--- src/rtl/t9990_blit_rdpix_pkg.sv ---
// t9990_blit_rdpix_pkg: colour/width mode codes, FSM states and address helpers
// for the tiny9990 blitter pixel-read unit.
package t9990_blit_rdpix_pkg;

  // Colour mode codes (CLRM register field)
  localparam logic [1:0] CLRM_2BPP  = 2'd0;
  localparam logic [1:0] CLRM_4BPP  = 2'd1;
  localparam logic [1:0] CLRM_8BPP  = 2'd2;
  localparam logic [1:0] CLRM_16BPP = 2'd3;

  // Image width codes (XIMM register field)
  localparam logic [1:0] XIMM_256  = 2'd0;
  localparam logic [1:0] XIMM_512  = 2'd1;
  localparam logic [1:0] XIMM_1024 = 2'd2;
  localparam logic [1:0] XIMM_2048 = 2'd3;

  typedef enum logic [2:0] {
    ST_IDLE,
    ST_ADDR,
    ST_MREQ,
    ST_MWAIT,
    ST_RESP
  } state_e;

  // log2(pixels per 32-bit word) for a colour mode
  function automatic logic [2:0] shift_amt(input logic [1:0] clrm);
    logic [2:0] s;
    case (clrm)
      CLRM_2BPP: s = 3'd4;
      CLRM_4BPP: s = 3'd3;
      CLRM_8BPP: s = 3'd2;
      default:   s = 3'd1;
    endcase
    return s;
  endfunction

  // VRAM byte address of the word holding pixel (x, y)
  function automatic logic [18:0] pix_addr(input logic [10:0] x, input logic [11:0] y,
                                           input logic [1:0] clrm, input logic [1:0] ximm,
                                           input logic p1);
    logic [2:0]  s;
    logic [3:0]  w;
    logic [10:0] xs;
    logic [10:0] xmask;
    logic [16:0] word;
    logic [18:0] addr;
    s     = shift_amt(clrm);
    // X field width: log2(line width in pixels) minus log2(pixels per word)
    w     = 4'd8 + {2'b00, ximm} - {1'b0, s};
    xs    = x >> s;
    xmask = (11'd1 << w) - 11'd1;
    word  = ({5'd0, y} << w) | {6'd0, xs & xmask};
    if (p1) begin
      addr = {x[9], y[9:0], x[8:3], 2'b00};
    end else if ((clrm == CLRM_2BPP) && (ximm == XIMM_256)) begin
      addr = {1'b0, y, x[7:4], 2'b00};
    end else begin
      addr = {word, 2'b00};
    end
    return addr;
  endfunction

endpackage

--- src/rtl/t9990_blit_rdpix_if.sv ---
// t9990_blit_rdpix_if: request, response and VRAM read port of the pixel-read unit.
// slave = the pixel-read unit, master = sequencer/arbiter side.
interface t9990_blit_rdpix_if;
  logic        REQ_VALID;
  logic        REQ_READY;
  logic [10:0] REQ_X;
  logic [11:0] REQ_Y;
  logic [1:0]  CLRM;
  logic [1:0]  XIMM;
  logic        P1;
  logic        MEM_REQ;
  logic [18:0] MEM_ADDR;
  logic        MEM_ACK;
  logic        MEM_RVALID;
  logic [31:0] MEM_RDATA;
  logic        RSP_VALID;
  logic        RSP_READY;
  logic [15:0] RSP_PIX;
  logic        INVALIDATE;

  modport slave (
    input  REQ_VALID, REQ_X, REQ_Y, CLRM, XIMM, P1,
    input  MEM_ACK, MEM_RVALID, MEM_RDATA, RSP_READY, INVALIDATE,
    output REQ_READY, MEM_REQ, MEM_ADDR, RSP_VALID, RSP_PIX
  );

  modport master (
    output REQ_VALID, REQ_X, REQ_Y, CLRM, XIMM, P1,
    output MEM_ACK, MEM_RVALID, MEM_RDATA, RSP_READY, INVALIDATE,
    input  REQ_READY, MEM_REQ, MEM_ADDR, RSP_VALID, RSP_PIX
  );
endinterface

--- src/rtl/t9990_blit_rdpix_pix_sel.sv ---
// t9990_blit_pix_sel: extracts one pixel from a 32-bit VRAM word.
// Leftmost pixel sits in the most significant bits of each byte; P1 is 4bpp.
module t9990_blit_pix_sel
  import t9990_blit_rdpix_pkg::*;
(
  input  logic [31:0] word,
  input  logic [1:0]  clrm,
  input  logic        p1,
  input  logic [3:0]  x,
  output logic [15:0] pix
);

  logic [7:0] byte_sel;

  // Select byte/halfword by the low X bits, then the pixel within the byte
  always_comb begin
    pix      = '0;
    byte_sel = '0;
    if (p1 || (clrm == CLRM_4BPP)) begin
      byte_sel = word[{x[2:1], 3'b000} +: 8];
      pix      = {12'd0, (x[0] ? byte_sel[3:0] : byte_sel[7:4])};
    end else begin
      case (clrm)
        CLRM_2BPP: begin
          byte_sel = word[{x[3:2], 3'b000} +: 8];
          // pixel k of the byte occupies bits [7-2k -: 2]; 7-2k == {~k, 1}
          pix      = {14'd0, byte_sel[{~x[1:0], 1'b1} -: 2]};
        end
        CLRM_8BPP: begin
          pix = {8'd0, word[{x[1:0], 3'b000} +: 8]};
        end
        default: begin
          pix = x[0] ? word[31:16] : word[15:0];
        end
      endcase
    end
  end

endmodule

--- src/rtl/t9990_blit_rdpix.sv ---
// t9990_blit_rdpix: blitter pixel-read unit. Accepts a pixel coordinate and
// mode, fetches the containing VRAM word and returns the zero-extended pixel.
// Optional feature: define T9990_BLIT_RDCACHE_EN to build the one-word read cache.
module t9990_blit_rdpix
  import t9990_blit_rdpix_pkg::*;
(
  input logic               CLK,
  input logic               RESET_n,
  t9990_blit_rdpix_if.slave bus
);

  state_e      state_q, state_d;
  logic [10:0] x_q, x_d;
  logic [11:0] y_q, y_d;
  logic [1:0]  clrm_q, clrm_d;
  logic [1:0]  ximm_q, ximm_d;
  logic        p1_q, p1_d;
  logic [18:0] mem_addr_q, mem_addr_d;
  logic [15:0] pix_q, pix_d;

  logic [18:0] addr_calc;
  logic        hit;
  logic        capture;
  logic [31:0] cache_word;
  logic [31:0] sel_word;
  logic [15:0] sel_pix;

  assign addr_calc = pix_addr(x_q, y_q, clrm_q, ximm_q, p1_q);

  // A read word is only taken while the FSM is waiting for it
  assign capture = ((state_q == ST_MREQ) && bus.MEM_ACK && bus.MEM_RVALID) ||
                   ((state_q == ST_MWAIT) && bus.MEM_RVALID);

`ifdef T9990_BLIT_RDCACHE_EN
  logic        cache_vld_q, cache_vld_d;
  logic [18:0] cache_tag_q, cache_tag_d;
  logic [31:0] cache_word_q, cache_word_d;

  assign hit        = cache_vld_q && (cache_tag_q == addr_calc);
  assign cache_word = cache_word_q;

  // Fill on every captured read; INVALIDATE wins over a coincident fill
  always_comb begin
    cache_vld_d  = cache_vld_q;
    cache_tag_d  = cache_tag_q;
    cache_word_d = cache_word_q;
    if (capture) begin
      cache_vld_d  = 1'b1;
      cache_tag_d  = mem_addr_q;
      cache_word_d = bus.MEM_RDATA;
    end
    if (bus.INVALIDATE) begin
      cache_vld_d = 1'b0;
    end
  end

  // Cache valid bit; only control state is reset
  always_ff @(posedge CLK or negedge RESET_n) begin
    if (!RESET_n) begin
      cache_vld_q <= 1'b0;
    end else begin
      cache_vld_q <= cache_vld_d;
    end
  end

  // Cache tag and data, qualified by the valid bit
  always_ff @(posedge CLK) begin
    cache_tag_q  <= cache_tag_d;
    cache_word_q <= cache_word_d;
  end
`else
  logic unused_inv;

  assign hit        = 1'b0;
  assign cache_word = '0;
  assign unused_inv = bus.INVALIDATE;
`endif

  // ADDR extracts from the cached word on a hit; otherwise from the read bus
  assign sel_word = (state_q == ST_ADDR) ? cache_word : bus.MEM_RDATA;

  t9990_blit_pix_sel u_pix_sel (
    .word (sel_word),
    .clrm (clrm_q),
    .p1   (p1_q),
    .x    (x_q[3:0]),
    .pix  (sel_pix)
  );

  // Transaction FSM: next state, request latch, address and pixel registers
  always_comb begin
    state_d    = state_q;
    x_d        = x_q;
    y_d        = y_q;
    clrm_d     = clrm_q;
    ximm_d     = ximm_q;
    p1_d       = p1_q;
    mem_addr_d = mem_addr_q;
    pix_d      = pix_q;
    case (state_q)
      ST_IDLE: begin
        if (bus.REQ_VALID) begin
          x_d     = bus.REQ_X;
          y_d     = bus.REQ_Y;
          clrm_d  = bus.CLRM;
          ximm_d  = bus.XIMM;
          p1_d    = bus.P1;
          state_d = ST_ADDR;
        end
      end
      ST_ADDR: begin
        mem_addr_d = addr_calc;
        if (hit) begin
          pix_d   = sel_pix;
          state_d = ST_RESP;
        end else begin
          state_d = ST_MREQ;
        end
      end
      ST_MREQ: begin
        if (bus.MEM_ACK) begin
          if (bus.MEM_RVALID) begin
            pix_d   = sel_pix;
            state_d = ST_RESP;
          end else begin
            state_d = ST_MWAIT;
          end
        end
      end
      ST_MWAIT: begin
        if (bus.MEM_RVALID) begin
          pix_d   = sel_pix;
          state_d = ST_RESP;
        end
      end
      ST_RESP: begin
        if (bus.RSP_READY) begin
          state_d = ST_IDLE;
        end
      end
      default: begin
        state_d = ST_IDLE;
      end
    endcase
  end

  // Control state and visible outputs; reset aborts any transaction at once
  always_ff @(posedge CLK or negedge RESET_n) begin
    if (!RESET_n) begin
      state_q    <= ST_IDLE;
      mem_addr_q <= '0;
      pix_q      <= '0;
    end else begin
      state_q    <= state_d;
      mem_addr_q <= mem_addr_d;
      pix_q      <= pix_d;
    end
  end

  // Request fields sampled at accept; not visible until loaded
  always_ff @(posedge CLK) begin
    x_q    <= x_d;
    y_q    <= y_d;
    clrm_q <= clrm_d;
    ximm_q <= ximm_d;
    p1_q   <= p1_d;
  end

  assign bus.REQ_READY = (state_q == ST_IDLE) && RESET_n;
  assign bus.MEM_REQ   = (state_q == ST_MREQ);
  assign bus.MEM_ADDR  = mem_addr_q;
  assign bus.RSP_VALID = (state_q == ST_RESP);
  assign bus.RSP_PIX   = pix_q;

endmodule

--- src/flat_wrapper.sv ---
// flat-port wrapper written by rule: the top's interface ports become plain ports
module t9990_blit_rdpix_flat import t9990_blit_rdpix_pkg::*;
  (CLK, RESET_n, bus_REQ_VALID, bus_REQ_X, bus_REQ_Y, bus_CLRM, bus_XIMM, bus_P1, bus_MEM_ACK, bus_MEM_RVALID, bus_MEM_RDATA, bus_RSP_READY, bus_INVALIDATE, bus_REQ_READY, bus_MEM_REQ, bus_MEM_ADDR, bus_RSP_VALID, bus_RSP_PIX);
  t9990_blit_rdpix_if bus_i ();
  input logic CLK;
  input logic RESET_n;
  input wire logic [$bits(bus_i.REQ_VALID)-1:0] bus_REQ_VALID;
  input wire logic [$bits(bus_i.REQ_X)-1:0] bus_REQ_X;
  input wire logic [$bits(bus_i.REQ_Y)-1:0] bus_REQ_Y;
  input wire logic [$bits(bus_i.CLRM)-1:0] bus_CLRM;
  input wire logic [$bits(bus_i.XIMM)-1:0] bus_XIMM;
  input wire logic [$bits(bus_i.P1)-1:0] bus_P1;
  input wire logic [$bits(bus_i.MEM_ACK)-1:0] bus_MEM_ACK;
  input wire logic [$bits(bus_i.MEM_RVALID)-1:0] bus_MEM_RVALID;
  input wire logic [$bits(bus_i.MEM_RDATA)-1:0] bus_MEM_RDATA;
  input wire logic [$bits(bus_i.RSP_READY)-1:0] bus_RSP_READY;
  input wire logic [$bits(bus_i.INVALIDATE)-1:0] bus_INVALIDATE;
  output wire logic [$bits(bus_i.REQ_READY)-1:0] bus_REQ_READY;
  output wire logic [$bits(bus_i.MEM_REQ)-1:0] bus_MEM_REQ;
  output wire logic [$bits(bus_i.MEM_ADDR)-1:0] bus_MEM_ADDR;
  output wire logic [$bits(bus_i.RSP_VALID)-1:0] bus_RSP_VALID;
  output wire logic [$bits(bus_i.RSP_PIX)-1:0] bus_RSP_PIX;
  assign bus_i.REQ_VALID = bus_REQ_VALID;
  assign bus_i.REQ_X = bus_REQ_X;
  assign bus_i.REQ_Y = bus_REQ_Y;
  assign bus_i.CLRM = bus_CLRM;
  assign bus_i.XIMM = bus_XIMM;
  assign bus_i.P1 = bus_P1;
  assign bus_i.MEM_ACK = bus_MEM_ACK;
  assign bus_i.MEM_RVALID = bus_MEM_RVALID;
  assign bus_i.MEM_RDATA = bus_MEM_RDATA;
  assign bus_i.RSP_READY = bus_RSP_READY;
  assign bus_i.INVALIDATE = bus_INVALIDATE;
  assign bus_REQ_READY = bus_i.REQ_READY;
  assign bus_MEM_REQ = bus_i.MEM_REQ;
  assign bus_MEM_ADDR = bus_i.MEM_ADDR;
  assign bus_RSP_VALID = bus_i.RSP_VALID;
  assign bus_RSP_PIX = bus_i.RSP_PIX;
  t9990_blit_rdpix u_core (.CLK(CLK), .RESET_n(RESET_n), .bus(bus_i));
endmodule
--- config.mk ---
export PLATFORM = sky130hd
export DESIGN_NAME = t9990_blit_rdpix_flat
export DESIGN_NICKNAME = d
export VERILOG_FILES = /design/src/rtl/t9990_blit_rdpix_pkg.sv /design/src/rtl/t9990_blit_rdpix_if.sv /design/src/rtl/t9990_blit_rdpix_pix_sel.sv /design/src/rtl/t9990_blit_rdpix.sv /design/src/flat_wrapper.sv
export SDC_FILE = /design/constraint.sdc
export NUM_CORES = 1
export LEC_CHECK = 0
export BUFFER_PORTS_ARGS = -buffer_cell sky130_fd_sc_hd__buf_2
export CORE_MARGIN = 5
export CORE_UTILIZATION = 40
export CTS_BUF_LIST = sky130_fd_sc_hd__clkbuf_8
export DETAILED_ROUTE_END_ITERATION = 10
export GPL_TIMING_DRIVEN = 0
export PLACE_DENSITY_LB_ADDON = 0.12
export SYNTH_ARGS = -nofsm -noshare
export SYNTH_HDL_FRONTEND = slang
export SYNTH_HIERARCHICAL = 1
export SYNTH_SLANG_ARGS = --single-unit
--- constraint.sdc ---
create_clock -name CLK -period 8.1 [get_ports CLK]
set_input_delay 0.81 -clock CLK [delete_from_list [all_inputs] [get_ports CLK]]
set_output_delay 0.81 -clock CLK [all_outputs]
set_load 0.02 [all_outputs]
* Word-level counts from Yosys, hierarchy flattened
Index checks and enable logic that the tools add are counted.
** Operators by class
- Bitwise operators :: 3
- Muxes and demuxes :: 17
- Shift operators :: 7
- Reductions and logical operators :: 10
- Equality and inequality tests :: 10
- Add/sub/neg operators :: 3
** Operator list (number)
- $shiftx 32x6->8 :: 3
- $mux 16 :: 4
- $pmux 16 s2 :: 2
- $mux 19 :: 2
- $mux 32 :: 1
- $or 17x11->17 :: 1
- $shl 12x4->17 :: 1
- $mux 3 :: 5
- $pmux 3 s5 :: 1
- $and 11x11->11 :: 1
- $shl 1x4->11 const A :: 1
- $shr 11x3->11 :: 1
- $sub 11x1->11 const B :: 1
- $pmux 3 s3 :: 1
- $shiftx 9x4->2 :: 1
- $ne 2x2->1 const B :: 4
- $eq 3x2->1 const B :: 2
- $add 4x2->4 const A :: 1
- $logic_not 2->1 :: 2
- $mux 4 :: 1
- $reduce_and 2->1 :: 2
- $reduce_and 4->1 :: 1
- $sub 4x3->4 :: 1
- $eq 3x1->1 const B :: 1
- 8 further kinds :: 9
** Word-level totals
- Output and inout bits :: 38
- Bits in registers :: 66
- Logic and storage cells :: 58

* Longest topological paths before layout
- Depth in word-level cells :: 9
- Depth in mapped cells :: 18

* By module
The synthesis kept the hierarchy.
** Modules (own cells, without submodules)
- t9990_blit_rdpix :: sequential area each 1741.7 µm², area an instance 4256.6 µm², instances 1, cells an instance 413
- t9990_blit_pix_sel :: sequential area each 0.0 µm², area an instance 1054.8 µm², instances 1, cells an instance 106

* Worst setup path after synthesis
Ideal clock, no wire load.
- Path type :: register -> register
- From :: register u_core.clrm_q[0]
- To :: register u_core.mem_addr_q[4], in the netlist u_core/bus.MEM_ADDR[4]
- Data required time :: 8.021 ns
- Library setup time :: 0.079 ns
- Path buffers :: 4
- Arrival time :: 4.109 ns
- Clock period less this slack :: 4.188 ns
- Stages on the path, launching flop included :: 17
- Setup slack :: 3.912 ns
- Cell sequence :: edfxtp_1 > ha_1 > nor2_1 > buf_4 > inv_1 > ha_1 > fa_1 > buf_4 > xnor2_2 > buf_2 > nand2_1 > or3_1 > ha_1 > clkbuf_1 > or4_1 > a21oi_1 > a2bb2oi_1
** On the way
- Cells in the longest elaborated chain, start to end :: 9
- Elaborated cells on any way between the ends :: 14
** Ends and longest elaborated chain
- start: declaration :: line t9990_blit_rdpix.sv:15 : logic [1:0] clrm_q, clrm_d;
- start signal: assignment :: line t9990_blit_rdpix.sv:164 : clrm_q <= clrm_d;
- $eq 2x2->1, or another cell as far along :: line t9990_blit_rdpix_pkg.sv:28 : case (clrm)
- $pmux 3 s3 :: line t9990_blit_rdpix_pkg.sv:28
- $sub 4x3->4 :: line t9990_blit_rdpix_pkg.sv:49 : w = 4'd8 + {2'b00, ximm} - {1'b0, s};
- $shl 1x4->11 :: line t9990_blit_rdpix_pkg.sv:51 : xmask = (11'd1 << w) - 11'd1;
- $sub 11x1->11 :: line t9990_blit_rdpix_pkg.sv:51
- $and 11x11->11 :: line t9990_blit_rdpix_pkg.sv:52 : word = ({5'd0, y} << w) | {6'd0, xs & xmask};
- $or 17x11->17 :: line t9990_blit_rdpix_pkg.sv:52
- $mux 19 * :: line t9990_blit_rdpix_pkg.sv:55 : end else if ((clrm == CLRM_2BPP) && (ximm == XIMM_256)) begin
- $mux 19 * :: line t9990_blit_rdpix_pkg.sv:53 : if (p1) begin
- end signal: assignment :: line t9990_blit_rdpix.sv:155 : mem_addr_q <= mem_addr_d;
- end: declaration :: line t9990_blit_rdpix.sv:18 : logic [18:0] mem_addr_q, mem_addr_d;
Mark *: on every way between the ends. The rest lies on a longest branch, timed or not.
A chain may end at the register's enable or synchronous reset.

* Final worst setup path
- From :: register u_core.clrm_q[1]
- To :: register u_core.mem_addr_q[4], in the netlist u_core/bus.MEM_ADDR[4]
The elaborated chain is that of the path after synthesis.

==> impl_metrics.ini <==
[final_layout]
syn2layout_area_growth_pct = 18.00
seq_area_um2 = 1742
nets = 706
layout-drive-gt1-share = 0.3344
filler_cell_count = 1290
antenna_cells = 0
multi_input_area_um2 = 3264
fin_util = 0.4770

[drt]
viasPerCell = 5.891
drc = 0
post_drt_wl_per_cell_um = 20.63
drt_wl_total_mm = 16.77
vias = 4789
dr.pass1.iters = 6
drt_iter0_drc = 560
drtAntennaViolNets = 0

[synth]
synthTopCellsByArea = dfrtp_1, edfxtp_1, mux4_2
yosys.area.top_type = dfrtp_1
syn_inst = 519
syn_area_um2 = 5311
ys_types = 70
async_reset_ff_frac = 0.5625
synth-seq-cells = 64
ys.flop_type = dfrtp_1
seq_area_frac_synth = 0.3279
netlist.area_leader.share = 0.1696
yosys_warnings = 6
syn_avg_cell_area_um2 = 10.23
synth_edf_count = 28

[clock_tree]
clk_pin_slew_ns = 0.08
postCtsSetupBuffers = 0
cts_buffers = 9
htree_levels = 3
cts_tree = yes
root_buffer = clkbuf_8
clk_latency_ns = 0.36
cts_buffer_depth = 2
cts_hold_buf = 0
clock_sinks = 64
cts_resized = 0

[timing]
period_needed_ns = 5.012
hold_viol = 0
slew_violations = 0
rsz0062_at_grt = false
max-slew-margin-rel = 0.1245
period_share = 0.6187
timing.fmax_mhz = 199.5
tightest_slew_ns = 1.313
fin_skew_ns = 0.007695
setup_tns_ns = 0
setup_viol = 0

[place]
hpwlAfterDp_mm = 12.73
place_congestion = 0.9421
port_buffers = 101

[floorplan]
ios = 105
start_util = 0.4043
rows = 42
die_w_um = 125.2
coreArea_um2 = 13140
die_h_um = 125.2
die_area_um2 = 15680

[worst_setup_path]
cp_data_required_time_ns = 8.39
crit_path_start = u_core/clrm_q[1]
cp-end-kind = flop
worst-path-max-fanout = 10
critical_path_class = flop to flop
start_kind = flop
critPathArrivalTime_ns = 5.30
r2r_start = u_core/clrm_q[1]

[flow_run]
drv_cap = 0

[global_route]
gr-total-overflow = 0
grtUsageTotal = 0.2143
grt_max_degree = 38
grt_pass1_vias = 4830
antenna_found_initial = 0
grt_pass1_wl_mm = 26.65

[power]
vdd_drop_max_mv = 0.1461
leakage_nw = 2.675
p_per_area_nw_per_um2 = 377.6

[min_path]
hp-start = u_core/bus.RSP_PIX[2]
hold_class = flop to flop

[run_status]
outcome = complete, no violations
routing by layer:
layer,up-vias,track usage,part of all wire
met5,-,0,0
met3,34,0.04733,0.065
met4,0,0.08099,0.027
li1,2204,-,-
met1,2336,0.2745,0.42
met2,215,0.3559,0.49
final cells by class:
type                            instances  share of cell area
Timing Repair Buffer                  101             0.08065
Inverter                               16            0.009583
Multi-Input combinational cell        395              0.5209
Tap cell                              176             0.03514
Sequential cell                        64              0.2779
Clock inverter                          7             0.01637
Buffer                                 45             0.03973
Clock buffer                            9             0.01976
final timing paths:
| path | slack (ns) | cells after the start | end |
|---|---|---|---|
| max | 3.09 | 17 | u_core/bus.MEM_ADDR[4] |
| min | 0.51 | 1 | u_core/bus.RSP_PIX[2] |
| min in group asynchronous | 0.55 | 1 | u_core/bus.RSP_PIX[6] |
| max in group asynchronous | 7.01 | 1 | u_core/bus.MEM_ADDR[5] |
| max reg2reg | 3.09 | 17 | u_core/bus.MEM_ADDR[4] |
| min reg2reg | 0.51 | 1 | u_core/bus.RSP_PIX[2] |
logic make-up (layout without fill, tap and decap cells):
group	count (synthesis)	in the layout	synth area share
buffers and inverters	61	178	0.05818
XOR/XNOR	3	3	0.007776
flip-flops	64	64	0.3279
AND/OR/NAND/NOR	167	167	0.1717
multiplexers	105	105	0.2721
other	1	2	0.0007060
adder cells (fa/ha/maj)	7	7	0.01790
AO/OA/AOI/OAI	111	111	0.1437
critical path: stages, from the launching register on:
cell,delay [ns]
edfxtp_1,0.56
inv_1,0.12
ha_1,0.23
nor2_1,0.19
buf_4,0.24
inv_1,0.14
ha_1,0.25
fa_1,0.39
buf_4,0.19
xnor2_2,0.45
buf_2,0.32
nand2_1,0.11
or3_1,0.32
ha_1,0.25
clkbuf_1,0.23
or4_1,0.58
a21oi_1,0.23
a2bb2oi_1,0.16
synthesized netlist by cell type (all sizes together), types with 2 or more instances:
cell type and count:
mux2i 48, dfrtp 36, nor2 35, and2 34, nand2 32, buf 30
mux2 29, edfxtp 28, mux4 28, a21oi 24, o21ai 23, clkbuf 15
inv 14, nor3 14, nand2b 9, and3 8, a221oi 6, ha 6
o211ai 6, a2111oi 5, a31oi 5, nand3 5, nor2b 5, nor3b 5
nor4 5, o221ai 5, o31ai 5, a211oi 4, nand3b 4, o311ai 4
o22ai 3, or3 3, a21o 2, a22oi 2, a2bb2oi 2, a311o 2
a311oi 2, a32oi 2, clkinv 2, nor4b 2, o311a 2, o41ai 2
or3b 2, xor2 2
flip-flops by register name, summed over array words and instances (netlist names):
register             cells
u_core/bus.RSP_PIX      16
u_core/state_q           3
u_core/ximm_q            2
u_core/y_q              12
u_core/clrm_q            2
u_core/p1_q              1
u_core/bus.MEM_ADDR     17
u_core/x_q              11
power breakdown:
| part | switching [mW] | internal (mW) | leakage (nW) | total (mW) |
|---|---|---|---|---|
| logic | 0.876 | 0.612 | 1.85 | 1.49 |
| registers | 0.0922 | 0.461 | 0.717 | 0.553 |
| clock network | 0.148 | 0.176 | 0.110 | 0.325 |
| total | 1.12 | 1.25 | 2.68 | 2.37 |
stage by stage:
step	hold slack, ns	std cells	cell area, um2	worst slack [ns]	total power, mW
CTS	0.5132	813	6267	3.117	2.365
global route	0.5273	813	6267	2.740	2.530
detailed placement	0.4934	797	6041	3.132	2.028
floorplan	0.5144	520	5315	3.912	1.610
finish	0.5078	813	6267	3.088	2.366
global placement	0.4864	797	6041	3.115	2.028
cell usage in the layout (no fill, tap or decap), drive strengths merged, types with 28 or more instances in the layout:
| cell | Yosys | final |
|---|---|---|
| edfxtp | 28 | 28 |
| buf | 30 | 131 |
| mux4 | 28 | 28 |
| nor2 | 35 | 35 |
| nand2 | 32 | 32 |
| mux2 | 29 | 29 |
| mux2i | 48 | 48 |
| and2 | 34 | 34 |
| dfrtp | 36 | 36 |
No activity file was read; power rests on OpenSTA's default activity.
